## config.mk

```make
export PLATFORM = sky130hd
export DESIGN_NAME = input_debounce_flat
export DESIGN_NICKNAME = d
export VERILOG_FILES = /design/src/rtl/input_debounce_if.sv /design/src/rtl/input_debounce.sv /design/src/flat_wrapper.sv
export SDC_FILE = /design/constraint.sdc
export NUM_CORES = 1
export LEC_CHECK = 0
export CAP_MARGIN = 20
export CORE_ASPECT_RATIO = 1.2
export CORE_MARGIN = 8
export CORE_UTILIZATION = 60
export CTS_CLUSTER_SIZE = 24
export DETAILED_ROUTE_END_ITERATION = 12
export PLACE_DENSITY = 0.76
export SLEW_MARGIN = 20
export SYNTH_ARGS = -nofsm -noshare
export SYNTH_HDL_FRONTEND = slang
export SYNTH_SLANG_ARGS = --single-unit
```

## constraint.sdc

```tcl
create_clock -name clk -period 2.4 [get_ports clk]
set_input_delay 0.6 -clock clk [delete_from_list [all_inputs] [get_ports clk]]
set_output_delay 0.6 -clock clk [all_outputs]
set_load 0.02 [all_outputs]
```

## src/rtl/input_debounce_if.sv

```systemverilog
// Pin-side bundle for input_debounce: raw asynchronous levels in, clean levels and strobes out.
// The master drives the raw pins. The slave is the debouncer.
interface input_debounce_if #(
   parameter int N = 11
) ();
   logic [N-1:0] raw_in;
   logic [N-1:0] level;
   logic [N-1:0] rise;
   logic [N-1:0] fall;
   logic         changed;

   modport master (
      output raw_in,
      input  level,
      input  rise,
      input  fall,
      input  changed
   );

   modport slave (
      input  raw_in,
      output level,
      output rise,
      output fall,
      output changed
   );
endinterface

```

## src/rtl/input_debounce.sv

```systemverilog
// Per-channel synchroniser + debouncer with inversion mask; new level and strobes appear SYNC_STAGES+DEBOUNCE_CYCLES-1 edges after the first sampling edge.
// No backpressure: outputs are free-running registered levels and one-cycle strobes.
module input_debounce #(
   parameter int          N               = 11,
   parameter int          SYNC_STAGES     = 2,
   parameter int          DEBOUNCE_CYCLES = 500000,
   parameter logic [N-1:0] INVERT         = '0
) (
   input logic             clk,
   input logic             rst,
   input_debounce_if.slave bus
);
   localparam int CNT_W = $clog2(DEBOUNCE_CYCLES + 1);
   localparam logic [CNT_W-1:0] CNT_MAX = CNT_W'(DEBOUNCE_CYCLES - 1);

   generate
      if (SYNC_STAGES < 2) begin : g_bad_sync
         $error("input_debounce: SYNC_STAGES must be at least 2");
      end
      if (DEBOUNCE_CYCLES < 1) begin : g_bad_deb
         $error("input_debounce: DEBOUNCE_CYCLES must be at least 1");
      end
   endgenerate

   logic [N-1:0]     w_norm;
   logic [N-1:0]     w_sync;
   logic [N-1:0]     r_sync [SYNC_STAGES];
   logic [CNT_W-1:0] r_cnt [N];
   logic [CNT_W-1:0] w_cnt_nxt [N];
   logic [N-1:0]     r_level;
   logic [N-1:0]     r_rise;
   logic [N-1:0]     r_fall;
   logic             r_changed;
   logic [N-1:0]     w_level_nxt;
   logic [N-1:0]     w_rise_nxt;
   logic [N-1:0]     w_fall_nxt;

   assign w_norm = bus.raw_in ^ INVERT;
   assign w_sync = r_sync[SYNC_STAGES-1];

   always_ff @(posedge clk) begin
      if (rst) begin
         for (int s = 0; s < SYNC_STAGES; s++) begin
            r_sync[s] <= '0;
         end
      end else begin
         r_sync[0] <= w_norm;
         for (int s = 1; s < SYNC_STAGES; s++) begin
            r_sync[s] <= r_sync[s-1];
         end
      end
   end

   // Any cycle where sync agrees with level clears the count, so bounces restart it.
   always_comb begin
      w_level_nxt = r_level;
      w_rise_nxt  = '0;
      w_fall_nxt  = '0;
      for (int i = 0; i < N; i++) begin
         w_cnt_nxt[i] = '0;
         if (w_sync[i] != r_level[i]) begin
            if (r_cnt[i] == CNT_MAX) begin
               w_level_nxt[i] = w_sync[i];
               w_rise_nxt[i]  = w_sync[i];
               w_fall_nxt[i]  = ~w_sync[i];
            end else begin
               w_cnt_nxt[i] = r_cnt[i] + CNT_W'(1);
            end
         end
      end
   end

   always_ff @(posedge clk) begin
      if (rst) begin
         for (int i = 0; i < N; i++) begin
            r_cnt[i] <= '0;
         end
         r_level   <= '0;
         r_rise    <= '0;
         r_fall    <= '0;
         r_changed <= 1'b0;
      end else begin
         for (int i = 0; i < N; i++) begin
            r_cnt[i] <= w_cnt_nxt[i];
         end
         r_level   <= w_level_nxt;
         r_rise    <= w_rise_nxt;
         r_fall    <= w_fall_nxt;
         r_changed <= |(w_rise_nxt | w_fall_nxt);
      end
   end

   assign bus.level   = r_level;
   assign bus.rise    = r_rise;
   assign bus.fall    = r_fall;
   assign bus.changed = r_changed;
endmodule

```

## src/flat_wrapper.sv

```systemverilog
// flat-port wrapper written by rule: the top's interface ports become plain ports
module input_debounce_flat 
#(
   parameter int          N               = 11,
   parameter int          SYNC_STAGES     = 2,
   parameter int          DEBOUNCE_CYCLES = 500000,
   parameter logic [N-1:0] INVERT         = '0
)
  (clk, rst, bus_raw_in, bus_level, bus_rise, bus_fall, bus_changed);
  input_debounce_if #(.N(N)) bus_i ();
  input logic clk;
  input logic rst;
  input wire logic [$bits(bus_i.raw_in)-1:0] bus_raw_in;
  output wire logic [$bits(bus_i.level)-1:0] bus_level;
  output wire logic [$bits(bus_i.rise)-1:0] bus_rise;
  output wire logic [$bits(bus_i.fall)-1:0] bus_fall;
  output wire logic [$bits(bus_i.changed)-1:0] bus_changed;
  assign bus_i.raw_in = bus_raw_in;
  assign bus_level = bus_i.level;
  assign bus_rise = bus_i.rise;
  assign bus_fall = bus_i.fall;
  assign bus_changed = bus_i.changed;
  input_debounce #(.N(N), .SYNC_STAGES(SYNC_STAGES), .DEBOUNCE_CYCLES(DEBOUNCE_CYCLES), .INVERT(INVERT)) u_core (.clk(clk), .rst(rst), .bus(bus_i));
endmodule
```

==> run metrics, run 1 <==
vias per inst approximately 5.3; CTS root buf clkbuf_16; syn_area_per_cell around 9 um2; CTS tree yes; CP top delay family buffers and inverters; slowest library cell on the worst path clkdlybuf4s50_1; routing layer with the top usage in global route met2; hpwl dp about 14000 um; commonest cells in the netlist nor2_1 (266), dfxtp_1 (265), xnor2_1 (111); n_diodes 0; RSZ-0062 raised after global routing no; CTS resizes 0; design area about 0.013 mm2; Crit Path Class flip-flop to output pin; Worst Setup End Kind output pin; GPL Wtd Cong between 0.8 and 0.9; Seq/Total Area, Yosys 0.488; YS warnings 0; top-area cell type share of the netlist area 0.488; CP Buf/Inv Count 1; vias in the first global route about 7.9k; initial antenna violation count 0; CP max stage delay 0.65 ns; Worst Hold Class flip-flop to flip-flop; Worst Tran Pin Value 0.649 ns; synthesis-stage register bit count roughly 270; crit path DAT roughly 1.6 ns; Synth area leaders dfxtp_1 (49%), nor2_1 (9.2%), xnor2_1 (8.9%), xor2_1 (6.9%), nand3_1 (3.3%); std cell rows 54; Max-Slew Margin vs Limit 0.563; clock buffer depth 3; Worst setup SP type flip-flop; Core ar. around 0.018 mm2; ys flop type dfxtp_1; number of distinct library cells after synthesis 40; grt total ovfl 0; met3 Track Usage GR 0.0310; clock sink total 265; post-CTS setup buffer count 0; Peak VDD IR 0.581 mV; post-synth net total around 1.2k; pin count of the biggest net entering global routing 23; Leak Pwr a little over 4 nW; Worst EP required 1.80 ns; Initial Util 0.605; Post-Synthesis Cells roughly 1.2k; crit-path cells clkdlybuf4s50_1; Post-route DRC 0; dpl cell area between 0.01 and 0.015 mm2; FFs w/ async S/R, synth 0; vias about 8.0k; worst skew pair latency about 0.52 ns; Yosys top cell by area dfxtp_1; fmax roughly 450 MHz; number of H-tree levels 1; IO Pins 47; die width approximately 140 um; Final Hold Fails 0; layout net count 1291; crit path time final between 2 and 2.5 ns; top fanout value on the critical path 5; GR Util met2 0.317; Port-buffer cells 46; final setup TNS 0 ns; Slew Viols, Final 0; cts hold-fix bufs 0; most numerous cell in the Yosys netlist nor2_1; met1 GRT Util 0.214; gr usage total 0.177; Post-Syn Area between 0.01 and 0.015 mm2; share of cells above drive strength 1 0.0591; first-pass GRT wire length between 30000 and 40000 um; clock skew just under 0.008 ns; Synth-to-Final Area Change 15.1%; status finished clean; CTS Buf Count 26; Total Wirelength 19900 um; number of synthesized flops with an enable pin 0; Period Utilization, post-route 0.921; max-cap violations 0; setup violators final 0; Die Span Y between 150 and 200 um; number of DRC markers in iteration 0 around 310; pwr dens 708 mW/mm2; DIE AREA about 0.023 mm2; Avg WL per Cell around 13 um; CTS clk-pin slew, worst paths around 0.06 ns; Routed Antenna Nets 0; Pre-antenna DRT Iters 4
report_power, final:
group	switching, mW	total, mW	internal, mW
registers	0.0168	4.44	4.42
logic	0.0611	0.109	0.0475
clock network	1.63	4.32	2.69
total	1.71	8.86	7.15
cells in the final DEF, fill, tap and decap left out, types with 11 or more instances in the layout:
master           synthesis  final
nor2_1                 266    266
dfxtp_1                265    265
clkdlybuf4s50_1          0     45
nor2b_1                 27     27
nor3_1                  34     34
buf_4                    0     14
nor4_1                  27     27
or2_2                   13     13
inv_1                   22     22
and3_1                  37     37
xnor2_1                111    111
clkbuf_16                0     27
ha_1                    11     11
nand3_1                 72     72
nand4_1                 39     39
nor4b_1                 27     27
xor2_1                  86     86
nand2_1                 78     78
cell type report:
type / count / area [um2]
sequential: 265 / 5310
clock inverter: 13 / 193
timing repair buffer: 60 / 561
clock buffer: 35 / 736
fill: 1413 / 5450
tap: 224 / 280
multi-input combinational: 892 / 5360
inverter: 22 / 82.6
flip-flops by register name, indices dropped and copies added (netlist names):
name                flops
u_core.bus.changed      1
u_core.bus.fall        11
u_core.bus.level       11
u_core.bus.rise        11
u_core.r_cnt          209
u_core.r_sync          22
through the flow:
| step | cells | utilization | worst slack, ns | power [mW] | hold slack [ns] |
|---|---|---|---|---|---|
| finish | 1511 | 0.697 | 0.191 | 8.86 | 0.437 |
| global route | 1511 | 0.697 | 0.132 | 9.17 | 0.462 |
| CTS | 1511 | 0.697 | 0.166 | 8.97 | 0.444 |
| detailed placement | 1463 | 0.645 | 0.252 | 4.65 | 0.430 |
| global placement | 1463 | 0.645 | 0.268 | 4.64 | 0.416 |
| floorplan | 1206 | - | 0.335 | 4.60 | 0.413 |
layer usage:
layer | part of all wire | routed length, um
met2 | 0.48 | 9480
met5 | 0 | 0
met3 | 0.037 | 729
met1 | 0.47 | 9290
met4 | 0.020 | 391
cells by family (layout without fill, tap and decap cells):
kind of cell	Yosys count	in the layout	share of synthesized area
AOI/OAI and AO/OA	9	9	0.00472
xor gates and xnor gates	197	197	0.159
adders and majority gates	11	11	0.0127
buffers and inverters	49	130	0.0189
DFF	265	265	0.488
muxes	8	8	0.00737
and+or+nand+nor	667	667	0.310
final timing paths:
check        depth (start not counted)                 from  slack [ns]              endpoint
max                                  1  u_core.bus.level[5]        0.19          bus_level[5]
max reg2reg                          5   u_core.r_cnt[5][6]        0.21    u_core.r_cnt[5][6]
min reg2reg                          1  u_core.r_sync[0][4]        0.44  u_core.r_sync[0][15]
min                                  1  u_core.r_sync[0][4]        0.44  u_core.r_sync[0][15]
Note: power is estimated with default switching activity, not from simulation.
==> run 2, diff against run 1 <==
Settings changed: CORE_ASPECT_RATIO 1.2 to 1.75, CORE_MARGIN 8 to unset.
==> run 2 against run 1 <==
Against the previous run: global-route usage grew 4.3 points; flip-flop and latch count is the same; maximum frequency shrank 3.8%; final cell count grew 0.26%; register-to-register slack gained 0.02 ns; critical path type unchanged.
==> run metrics, run 2 (synthesis gave the netlist of run 1 again) <==
pin count of the biggest net entering global routing 30 (+30%); Hold Slack 0.439 ns (+0.00176 ns); top fanout value on the critical path 5 (unchanged); clock buffer depth 3 (unchanged); first-pass GRT wire length 35200 um (+0.45%); Worst Setup EP bus_level[5]; met2 routed WL 10700 um (+13%); Critical Path Start u_core.bus.level[5]; Met3 Wirelength 789 um (+8.2%); Max-Slew Margin vs Limit 0.571 (+0.00766); Core ar. 0.0176 mm2 (-2.0%); Worst R2R End u_core.bus.level[5]; Worst Setup End Kind output pin; CTS tree yes; FF-to-FF setup slack 0.23 ns (+0.02 ns); Worst EP required 1.80 ns (about the same); clock skew 0.0100 ns (+0.00216 ns); fmax 435 MHz (-3.8%); top flop regs u_core.r_cnt: 209 flops, u_core.r_sync: 22 flops; Metal-1 WL 8430 um (-9.2%); uppermost routed layer met5; crit-path cells clkdlybuf4s50_1; status finished clean; vias 8159 (+2.0%); Port-buffer cells 46 (unchanged); commonest non-fill, non-tap cell in the layout nor2_1; register with the most flip-flops u_core.r_cnt; Routed Antenna Nets 0 (unchanged); number of DRC markers in iteration 0 357 (+16%); Leak Pwr 4.02 nW (-0.87%); CP top delay family buffers and inverters; vias in the first global route 8088 (+2.3%); cells on worst reg2reg path 5 (unchanged); CTS Buf Count 25 (-3.8%); Slew Viols, Final 0 (unchanged); slowest library cell on the worst path clkdlybuf4s50_1; pwr dens 701 mW/mm2 (-0.95%); n_diodes 0 (unchanged); Worst Hold Class flip-flop to flip-flop; Die Span Y 180 um (+10%); clock sink total 265 (unchanged); GPL Wtd Cong 0.817 (-3.3%); post-CTS setup buffer count 0 (unchanged); grt total ovfl 0 (unchanged); crit path time final 2.30 ns (+0.0870 ns); CTS root buf clkbuf_16; pre-CTS setup slack 0.243 ns (-0.00915 ns); setup violators final 0 (unchanged); gr usage total 0.220 (+0.0434); crit path DAT 1.70 ns (+0.09 ns); CTS resizes 0 (unchanged); Avg WL per Cell 13.5 um (+2.9%); worst skew pair latency 0.51 ns (about the same); Period Utilization, post-route 0.957 (+0.0362); std cell rows 64 (+19%); die width 104 um (-25%); Total Wirelength 20500 um (+3.1%); vias per inst 5.39 (+1.7%); Worst Tran Pin Value 0.638 ns (-0.0114 ns); CP max stage delay 0.67 ns (+0.02 ns); Pre-antenna DRT Iters 4 (unchanged); Crit Path Class flip-flop to output pin; most frequent cells in the layout nor2_1 (266), dfxtp_1 (265), xnor2_1 (111), xor2_1 (86), nand2_1 (78); Synth-to-Final Area Change 14.8%; final setup margin 0.104 ns (-0.0870 ns); register area 0.00531 mm2 (unchanged); DIE AREA 0.0187 mm2 (-18%); HP Start u_core.r_sync[0][4]; RR Startpoint u_core.r_cnt[5][13]; number of H-tree levels 1 (unchanged); initial antenna violation count 1 (+1); Peak VDD IR 0.722 mV (+24%); Worst setup SP type flip-flop; CP Depth 1 (unchanged); final setup TNS 0 ns (unchanged); max-cap violations 0 (unchanged); hpwl dp 14300 um (+3.9%); max reg flops 209 (unchanged); share of cells above drive strength 1 0.0569 (-0.00220); RSZ-0062 raised after global routing no; CP Buf/Inv Count 1 (unchanged); cts hold-fix bufs 0 (unchanged); Post-route DRC 0 (unchanged); Final Hold Fails 0 (unchanged); Multi-input gate area 0.00536 mm2 (unchanged); design area 0.0125 mm2 (-0.28%); dpl cell area 0.0116 mm2 (about the same); final-layout fill cell count 1404 (-0.64%); layout net count 1290 (-0.077%); Initial Util 0.617 (+0.0122); IO Pins 47 (unchanged); CTS clk-pin slew, worst paths 0.07 ns (about the same); WHS Path Cells 1 (unchanged)
run 2: changes by cell type in the layout (fill, tap and decap cells not counted):
| cell | before | now |
|---|---|---|
| clkinv_2 | 7 | 3 |
| clkbuf_16 | 27 | 25 |
| clkinvlp_4 | 1 | 3 |
| inv_8 | 0 | 1 |
run 2: layout make-up:
cell class	instances	share of cell area
inverters	22	0.00661
flip-flops and latches	265	0.425
repair buffers	60	0.0449
clock buffers	33	0.0549
well taps	231	0.0232
clock inverters	12	0.0159
multi-input cells	892	0.430
run 2: per-stage QoR:
step | instances | utilization | total power [mW]
2_1_floorplan | 1206 | - | 4.60
3_3_place_gp | 1470 | 0.658 | 4.64
3_5_place_dp | 1470 | 0.658 | 4.64
4_1_cts | 1515 | 0.709 | 8.84
5_1_grt | 1515 | 0.709 | 9.04
6_report | 1515 | 0.709 | 8.75
run 2: worst min-delay path by stage:
stage / slack, ns / end
finish: 0.44 / u_core.r_sync[0][15]
global placement: 0.42 / u_core.r_sync[0][15]
global route: 0.45 / u_core.r_sync[0][17]
CTS: 0.44 / u_core.r_sync[0][13]
floorplan: 0.41 / u_core.r_cnt[3][0]
detailed placement: 0.43 / u_core.r_sync[0][15]
run 2: power breakdown:
group	internal, mW	switching (mW)	total [mW]
clock	2.56	1.66	4.21
sequential	4.42	0.0165	4.44
combinational	0.0459	0.0587	0.105
run 2: worst register-to-register path, cell delays in order, from the launching register on:
cell and delay, ns:
dfxtp_1 0.39, or4b_2 0.58, or4_1 0.44, or2_1 0.37, mux2i_1 0.20, nor2_1 0.05
run 2: layer usage:
| metal | vias up | track usage |
|---|---|---|
| met5 | - | 0 |
| met4 | 2 | 0.0760 |
| met3 | 41 | 0.0307 |
| met2 | 128 | 0.427 |
| met1 | 3820 | 0.242 |
| li1 | 4168 | - |
==> run 3, diff against run 2 <==
Settings changed: REMOVE_ABC_BUFFERS set to 1.
==> run 3 against run 2 <==
Against the previous run: non-clock buffer count increased by 2; maximum frequency is 1.9% higher; design area is 0.53% lower; highest routed layer is now met4; global-route usage is 0.23 points lower; largest power group unchanged; sequential share of layout area grew 0.23 points; total power is 4.0% lower.
==> run metrics, run 3 (synthesis gave the netlist of run 1 again) <==
top flop regs u_core.r_cnt: 209 flops, u_core.r_sync: 22 flops; Core ar. 0.0176 mm2 (unchanged); Worst Tran Pin Value 0.601 ns (-0.0368 ns); setup violators final 0 (unchanged); slowest library cell on the worst path clkdlybuf4s50_1; crit path DAT 1.65 ns (-0.05 ns); clock skew 0.0119 ns (+0.00187 ns); gr usage total 0.218 (-0.00234); Slew Viols, Final 0 (unchanged); crit-path cells clkdlybuf4s50_1; grt total ovfl 0 (unchanged); GPL Wtd Cong 0.817 (about the same); std cell rows 64 (unchanged); Synth-to-Final Area Change 14.2%; number of DRC markers in iteration 0 210 (-41%); final setup TNS 0 ns (unchanged); Avg WL per Cell 13.3 um (-1.7%); Hold Slack 0.437 ns (-0.00240 ns); Crit Path Class flip-flop to output pin; CTS Buf Count 25 (unchanged); final-layout fill cell count 1405 (+0.071%); Initial Util 0.617 (unchanged); worst skew pair latency 0.52 ns (about the same); CTS clk-pin slew, worst paths 0.06 ns (about the same); top fanout value on the critical path 5 (unchanged); Post-route DRC 0 (unchanged); layout net count 1292 (+0.16%); Die Span Y 180 um (unchanged); Inst Count DP 1472 (+0.14%); hpwl dp 14000 um (-2.2%); fmax 444 MHz (+1.9%); Pre-antenna DRT Iters 4 (unchanged); design area 0.0124 mm2 (-0.53%); vias in the first global route 8020 (-0.84%); Port-buffer cells 46 (unchanged); IO Pins 47 (unchanged); CTS root buf clkbuf_16; CTS tree yes; Worst setup SP type flip-flop; Final Hold Fails 0 (unchanged); clock buffer depth 3 (unchanged); Worst EP required 1.80 ns (about the same); die width 104 um (unchanged); pin count of the biggest net entering global routing 28 (-6.7%); dpl cell area 0.0116 mm2 (+0.13%); Period Utilization, post-route 0.939 (-0.0182); Total Wirelength 20200 um (-1.5%); initial antenna violation count 0 (-1); status finished clean; CP top delay family buffers and inverters; post-layout total power 8.41 mW (-4.0%); Non-Filler Instances 1517 (+0.13%); commonest non-fill, non-tap cell in the layout nor2_1; clock sink total 265 (unchanged); most frequent cells in the layout nor2_1 (266), dfxtp_1 (265), xnor2_1 (111), xor2_1 (86), nand2_1 (78); crit path time final 2.25 ns (-0.0438 ns); pwr dens 677 mW/mm2 (-3.5%); cts hold-fix bufs 0 (unchanged); vias per inst 5.38 (about the same); Worst Setup End Kind output pin; DIE AREA 0.0187 mm2 (unchanged); Max-Slew Margin vs Limit 0.593 (+0.0228); RSZ-0062 raised after global routing no; CP max stage delay 0.66 ns (about the same); Worst Hold Class flip-flop to flip-flop; Leak Pwr 3.99 nW (-0.75%); vias 8162 (+0.037%); n_diodes 0 (unchanged); number of H-tree levels 1 (unchanged); first-pass GRT wire length 34700 um (-1.5%); Peak VDD IR 0.660 mV (-8.6%); Routed Antenna Nets 0 (unchanged); max-cap violations 0 (unchanged); register with the most flip-flops u_core.r_cnt; max reg flops 209 (unchanged); CTS resizes 0 (unchanged); post-CTS setup buffer count 0 (unchanged); share of cells above drive strength 1 0.0568 (-0.0000884); CP Buf/Inv Count 1 (unchanged)
==> run 3: cell type report <==
| class | instances | area, um2 | area share |
|---|---|---|---|
| Sequential cell | 265 | 5310 | 0.427 |
| Timing Repair Buffer | 62 | 576 | 0.0463 |
| Inverter | 22 | 82.6 | 0.00665 |
| Tap cell | 231 | 289 | 0.0233 |
| Clock buffer | 34 | 679 | 0.0547 |
| Clock inverter | 11 | 124 | 0.00997 |
| Multi-Input combinational cell | 892 | 5360 | 0.432 |
==> run 3: per-layer routing <==
metal | part of all wire | GRT usage
met4 | 0.030 | 0.0840
met2 | 0.53 | 0.418
met5 | 0 | 0
met1 | 0.41 | 0.237
met3 | 0.030 | 0.0336
==> run 3: path summary, 6_finish.rpt <==
path                       startpoint                   end  slack, ns  cells after the start
hold / removal    u_core.r_sync[0][3]  u_core.r_sync[0][14]       0.44                      1
hold reg to reg   u_core.r_sync[0][3]  u_core.r_sync[0][14]       0.44                      1
setup / recovery  u_core.bus.level[5]          bus_level[5]       0.15                      1
setup reg to reg  u_core.r_cnt[5][14]   u_core.r_cnt[5][12]       0.17                      5
==> run 3: per-stage QoR <==
stage | setup slack [ns] | utilization
6_report | 0.148 | 0.705
3_3_place_gp | 0.253 | 0.659
2_1_floorplan | 0.348 | -
3_5_place_dp | 0.198 | 0.659
5_1_grt | 0.0829 | 0.705
4_1_cts | 0.114 | 0.705
==> run 3: where the power goes <==
group          leakage [nW]  switching (mW)  internal, mW  total [mW]
Clock                 0.384            1.65          2.21        3.86
Sequential             2.14          0.0155          4.42        4.44
Combinational          1.46          0.0605        0.0469       0.107
Total                  3.99            1.73          6.68        8.41
==> run 3: worst register-to-register path, stage by stage (launching register included) <==
cell	delay (ns)
dfxtp_1	0.33
or4b_2	0.67
or4_1	0.46
or2_1	0.39
nand2_8	0.19
nor2_1	0.07
==> RTL edit 1: new RTL, flow settings as in run 1 <==
`DEBOUNCE_CYCLES` is set to 500000 in 2 places; all go to 2000000.
--- a/src/rtl/input_debounce.sv
+++ b/src/rtl/input_debounce.sv
@@ -5,3 +5,3 @@
    parameter int          SYNC_STAGES     = 2,
-   parameter int          DEBOUNCE_CYCLES = 500000,
+   parameter int          DEBOUNCE_CYCLES = 2000000,
    parameter logic [N-1:0] INVERT         = '0
--- a/src/flat_wrapper.sv
+++ b/src/flat_wrapper.sv
@@ -5,3 +5,3 @@
    parameter int          SYNC_STAGES     = 2,
-   parameter int          DEBOUNCE_CYCLES = 500000,
+   parameter int          DEBOUNCE_CYCLES = 2000000,
    parameter logic [N-1:0] INVERT         = '0
Behaviour: same outputs for any inputs over 4 cycles, from zero or initial values and one cycle with rst high; that may be too few to reach the edited logic, so the function may still have changed.
==> RTL edit 1 against run 1 <==
  * Final area increased by 9.9%
  * Synthesized area grew 11%
  * Sequential share of layout area down 0.61 points
  * Total power is 6.1% higher
  * Sequential cell count up 22
  * First-iteration DRC count is 41% higher
  * Setup slack worse by 9.8 ps
  * Routed wire length increased by 12%
==> RTL edit 1: results <==
set metrics [dict create \
    slowest_delay_ps 700 \
    ys_async_sr_fraction 0 \
    preCtsSetupSlack_ps 195.0 \
    clock-skew-final_ps 13.81 \
    cp_max_fo 19 \
    synth_fp_nets 1356 \
    grt_pass1_wl_um 38870 \
    drive_above_1_share 0.06024 \
    grt_start_max_net_pins 32 \
    cp.arrival_ps 2630 \
    synth_common_cells "dfxtp_1 (287), nor2_1 (272), xnor2_1 (126), xor2_1 (93), nand2_1 (80)" \
    route.vias.total 8917 \
    top_regs "u_core.r_cnt (231), u_core.r_sync (22)" \
    cp_top_family "simple AND/OR/NAND/NOR gates" \
    post_cts_resized 0 \
    power.leakage_nw 4.416 \
    cts_post_setup_buffers_inserted 0 \
    period_share 0.9246 \
    routed_wl_um 22380 \
    grt_util_all_layers 0.1789 \
    outcome "finished clean" \
    postRouteAntennaNets 0 \
    seq_area_frac_synth 0.4779 \
    hpwl_um 15500 \
    gp_congestion 0.8274 \
    clockBufferDepth 3 \
    grt_pass1_vias 8701 \
    cts_root_buf "clkbuf_16" \
    drt_iter0_markers 433 \
    antenna_cells 0 \
    r2r_setup_slack_ps 180 \
    ys.flop_type "dfxtp_1" \
    worst_pin_slew_ps 757.2 \
    firstDrtPassIters 5 \
    synth_area_leaders "dfxtp_1 (48%), xnor2_1 (9.2%), nor2_1 (8.5%)" \
    yosysWarningCount 0 \
    numCtsBuffers 28 \
    critPathSlowestCell "or4_1" \
    peakVddDrop_uv 561.8 \
    placed_cell_area_um2 12780 \
    synth_cell_type_count 47 \
    hold_path_class "register to register" \
]
[RTL edit 1: cell types whose count changed after synthesis, moves of 7 or more]
cell	run 1	this run
and4_1	10	21
nor3b_1	3	12
and2_1	4	14
buf_2	2	11
dfxtp_1	265	287
xor2_1	86	93
or2_2	13	4
xnor2_1	111	126
nand4_1	39	51
[RTL edit 1: worst paths after layout]
kind	depth (start not counted)	startpoint	to
max	6	u_core.r_cnt[4][0]	u_core.r_cnt[4][4]
min	1	u_core.r_sync[0][1]	u_core.r_sync[0][12]
max reg2reg	6	u_core.r_cnt[4][0]	u_core.r_cnt[4][4]
min reg2reg	1	u_core.r_sync[0][1]	u_core.r_sync[0][12]
[RTL edit 1: area by class of cell]
type / instances / area, um2
clock buffer: 41 / 860.8
inverter: 25 / 93.84
multi-input combinational: 979 / 5996
tap: 261 / 326.6
clock inverter: 11 / 113.9
fill: 1519 / 5862
sequential: 287 / 5746
timing repair buffer: 68 / 620.6
[RTL edit 1: where the power goes]
group / total (W) / internal [W] / switching [W]
logic: 0.000116 / 0.0000498 / 0.0000664
registers: 0.00480 / 0.00479 / 0.0000184
clock network: 0.00448 / 0.00270 / 0.00178
[RTL edit 1: cell families (layout without fill, tap and decap cells)]
family / Yosys count / count (layout) / synth area share
mux: 8 / 8 / 0.006661
buf+inv: 66 / 145 / 0.02331
flops: 287 / 287 / 0.4779
simple gates: 727 / 727 / 0.3131
compound gates: 14 / 14 / 0.008015
fa+ha+maj: 11 / 11 / 0.01145
xor+xnor: 219 / 219 / 0.1596
[RTL edit 1: through the flow]
step / power (W) / std cells / hold WS (ps) / utilization
2_1_floorplan: 0.004974 / 1332 / 410.6 / -
3_3_place_gp: 0.005026 / 1620 / 420.0 / 0.6515
3_5_place_dp: 0.005027 / 1620 / 426.3 / 0.6515
4_1_cts: 0.009492 / 1672 / 439.0 / 0.7012
5_1_grt: 0.009708 / 1672 / 460.6 / 0.7012
6_report: 0.009400 / 1672 / 436.8 / 0.7012
[RTL edit 1: per-layer routing]
metal  part of all wire  vias up  global-route usage  wire length (um)
met2               0.48       88              0.3255             10770
li1                   -     4621                   -                 -
met5                  0        -                   0                 0
met4              0.020        0             0.05032               446
met3              0.031       33             0.02696               697
met1               0.47     4175              0.2160             10470
==> RTL edit 2: new RTL, settings of run 1 <==
Without the edit above. `INVERT` is set to '0 in 2 places; all go to 1.
--- a/src/rtl/input_debounce.sv
+++ b/src/rtl/input_debounce.sv
@@ -6,3 +6,3 @@
    parameter int          DEBOUNCE_CYCLES = 500000,
-   parameter logic [N-1:0] INVERT         = '0
+   parameter logic [N-1:0] INVERT         = 1
 ) (
--- a/src/flat_wrapper.sv
+++ b/src/flat_wrapper.sv
@@ -6,3 +6,3 @@
    parameter int          DEBOUNCE_CYCLES = 500000,
-   parameter logic [N-1:0] INVERT         = '0
+   parameter logic [N-1:0] INVERT         = 1
 )
Check against the original RTL: same outputs for any inputs over 4 cycles, from zero or initial values and one cycle with rst high; that may be too few to reach the edited logic, so the function may still have changed.
==> RTL edit 2 against run 1 <==
  * Register-to-register slack better by 320 ps
  * Setup slack better by 17 ps
  * Final area down 0.26%
  * First-iteration DRC count up 7.8%
  * Sequential share of layout area up 0.11 points
  * Critical path depth unchanged
  * Total power down 0.62%
  * Largest power group unchanged
  * Clock power down 1%
  * Sequential cell count unchanged
  * Critical path type unchanged
  * Highest routed layer unchanged
  * Hold slack worse by 1.8 ps
  * Non-clock buffer count down 1
  * Synthesized area up 0.10%
  * Routed wire length down 1.4%
  * Sequential power about the same
==> RTL edit 2: results <==
set metrics [dict create \
    drive_above_1_share 0.05638 \
    synth-compound-area-share 0.004943 \
    grt_util_all_layers 0.1736 \
    r2r-start "u_core.r_cnt[5][15]" \
    gp_congestion 0.7988 \
    rr_worst_depth 6 \
    synth_area_leaders "dfxtp_1 (49%), nor2_1 (9.3%), xnor2_1 (8.9%)" \
    synth_adder_area_share 0.01265 \
    holdPathEnd "u_core.r_sync[0][19]" \
    insertion_delay_ps 520 \
    grtUsageMet1 0.2180 \
    outcome "finished clean" \
    hold_ws_ps 435.7 \
    synth_xor_area_frac 0.1585 \
    hold_start "u_core.r_sync[0][8]" \
    met3_usage 0.02807 \
    cp_top_family "buffers and inverters" \
    viasPerCell 5.294 \
    drt_iter0_markers 332 \
    synthMuxAreaShare 0.009196 \
    met2_length_um 9291 \
    top_regs "u_core.r_cnt (209), u_core.r_sync (22)" \
    fin_nets 1284 \
    numCtsBuffers 27 \
    wl_met1_um 9280 \
    grt_pass1_wl_um 34290 \
    grt_start_max_net_pins 25 \
    critPathSlowestCell "clkdlybuf4s50_1" \
    firstDrtPassIters 5 \
    r2r_setup_slack_ps 530 \
    synth_cell_type_count 46 \
    cts_root_buf "clkbuf_16" \
    regToRegEndpoint "u_core.r_cnt[5][15]" \
    synth_common_cells "nor2_1 (270), dfxtp_1 (265), xnor2_1 (111), xor2_1 (86), nand2_1 (75)" \
    synth_fp_nets 1224 \
    power.leakage_nw 4.012 \
    peakVddDrop_uv 595.6 \
    grt_pass1_vias 7680 \
    hpwl_um 13630 \
    cp-startpoint "u_core.bus.level[5]" \
    clock-skew-final_ps 18.56 \
    routed_wl_um 19620 \
    worst_pin_slew_ps 565.3 \
    port_buffers 46 \
    met2_usage 0.3046 \
    cp.arrival_ps 1590 \
]
==> RTL edit 2: cell types whose count changed in the layout (fill, tap and decap cells not counted), sizes merged, moves of 3 or more <==
| cell | before | now |
|---|---|---|
| nand2 | 79 | 76 |
| nand3 | 72 | 65 |
| clkinv | 7 | 1 |
| and3 | 37 | 33 |
| clkinvlp | 1 | 4 |
| nor4 | 27 | 16 |
| nand4 | 39 | 47 |
| and4 | 10 | 14 |
| nor3b | 3 | 6 |
| nor2 | 266 | 270 |
==> RTL edit 2: cell families after synthesis <==
logic type,after synthesis
AOI/OAI and AO/OA,8
and+or+nand+nor,659
xor gates and xnor gates,197
adders and majority gates,11
muxes,10
buffers and inverters,50
DFF,265
==> RTL edit 2: metrics by stage <==
step / area (um2) / std cells / setup WS, ps
after floorplan: 10880 / 1200 / 599.6
after global placement: 11570 / 1455 / 556.1
after detailed placement: 11570 / 1455 / 532.5
after CTS: 12490 / 1501 / 177.5
after global routing: 12490 / 1501 / 141.3
final: 12490 / 1501 / 207.4
==> RTL edit 2: worst max-delay path by stage <==
stage               slack (ps)             endpoint  cells after the start
global route               140        bus_level[10]                      1
finish                     210         bus_level[5]                      1
detailed placement         530   u_core.r_cnt[7][5]                      5
global placement           560  u_core.r_cnt[5][16]                      6
floorplan                  600  u_core.r_cnt[0][10]                      8
CTS                        180         bus_level[6]                      1
==> RTL edit 2: where the power goes <==
part           switching [W]  total, W  internal (W)
clock                0.00165   0.00426       0.00261
combinational      0.0000592  0.000106     0.0000464
sequential         0.0000165   0.00444       0.00442
total                0.00173   0.00881       0.00708
==> RTL edit 2: area by class of cell <==
cell class              instances  area [um2]
repair buffers                 59       565.5
fillers                      1415        5485
flip-flops and latches        265        5305
well taps                     224       280.3
clock buffers                  36       749.5
multi-input cells             885        5340
clock inverters                10       163.9
inverters                      22       82.58
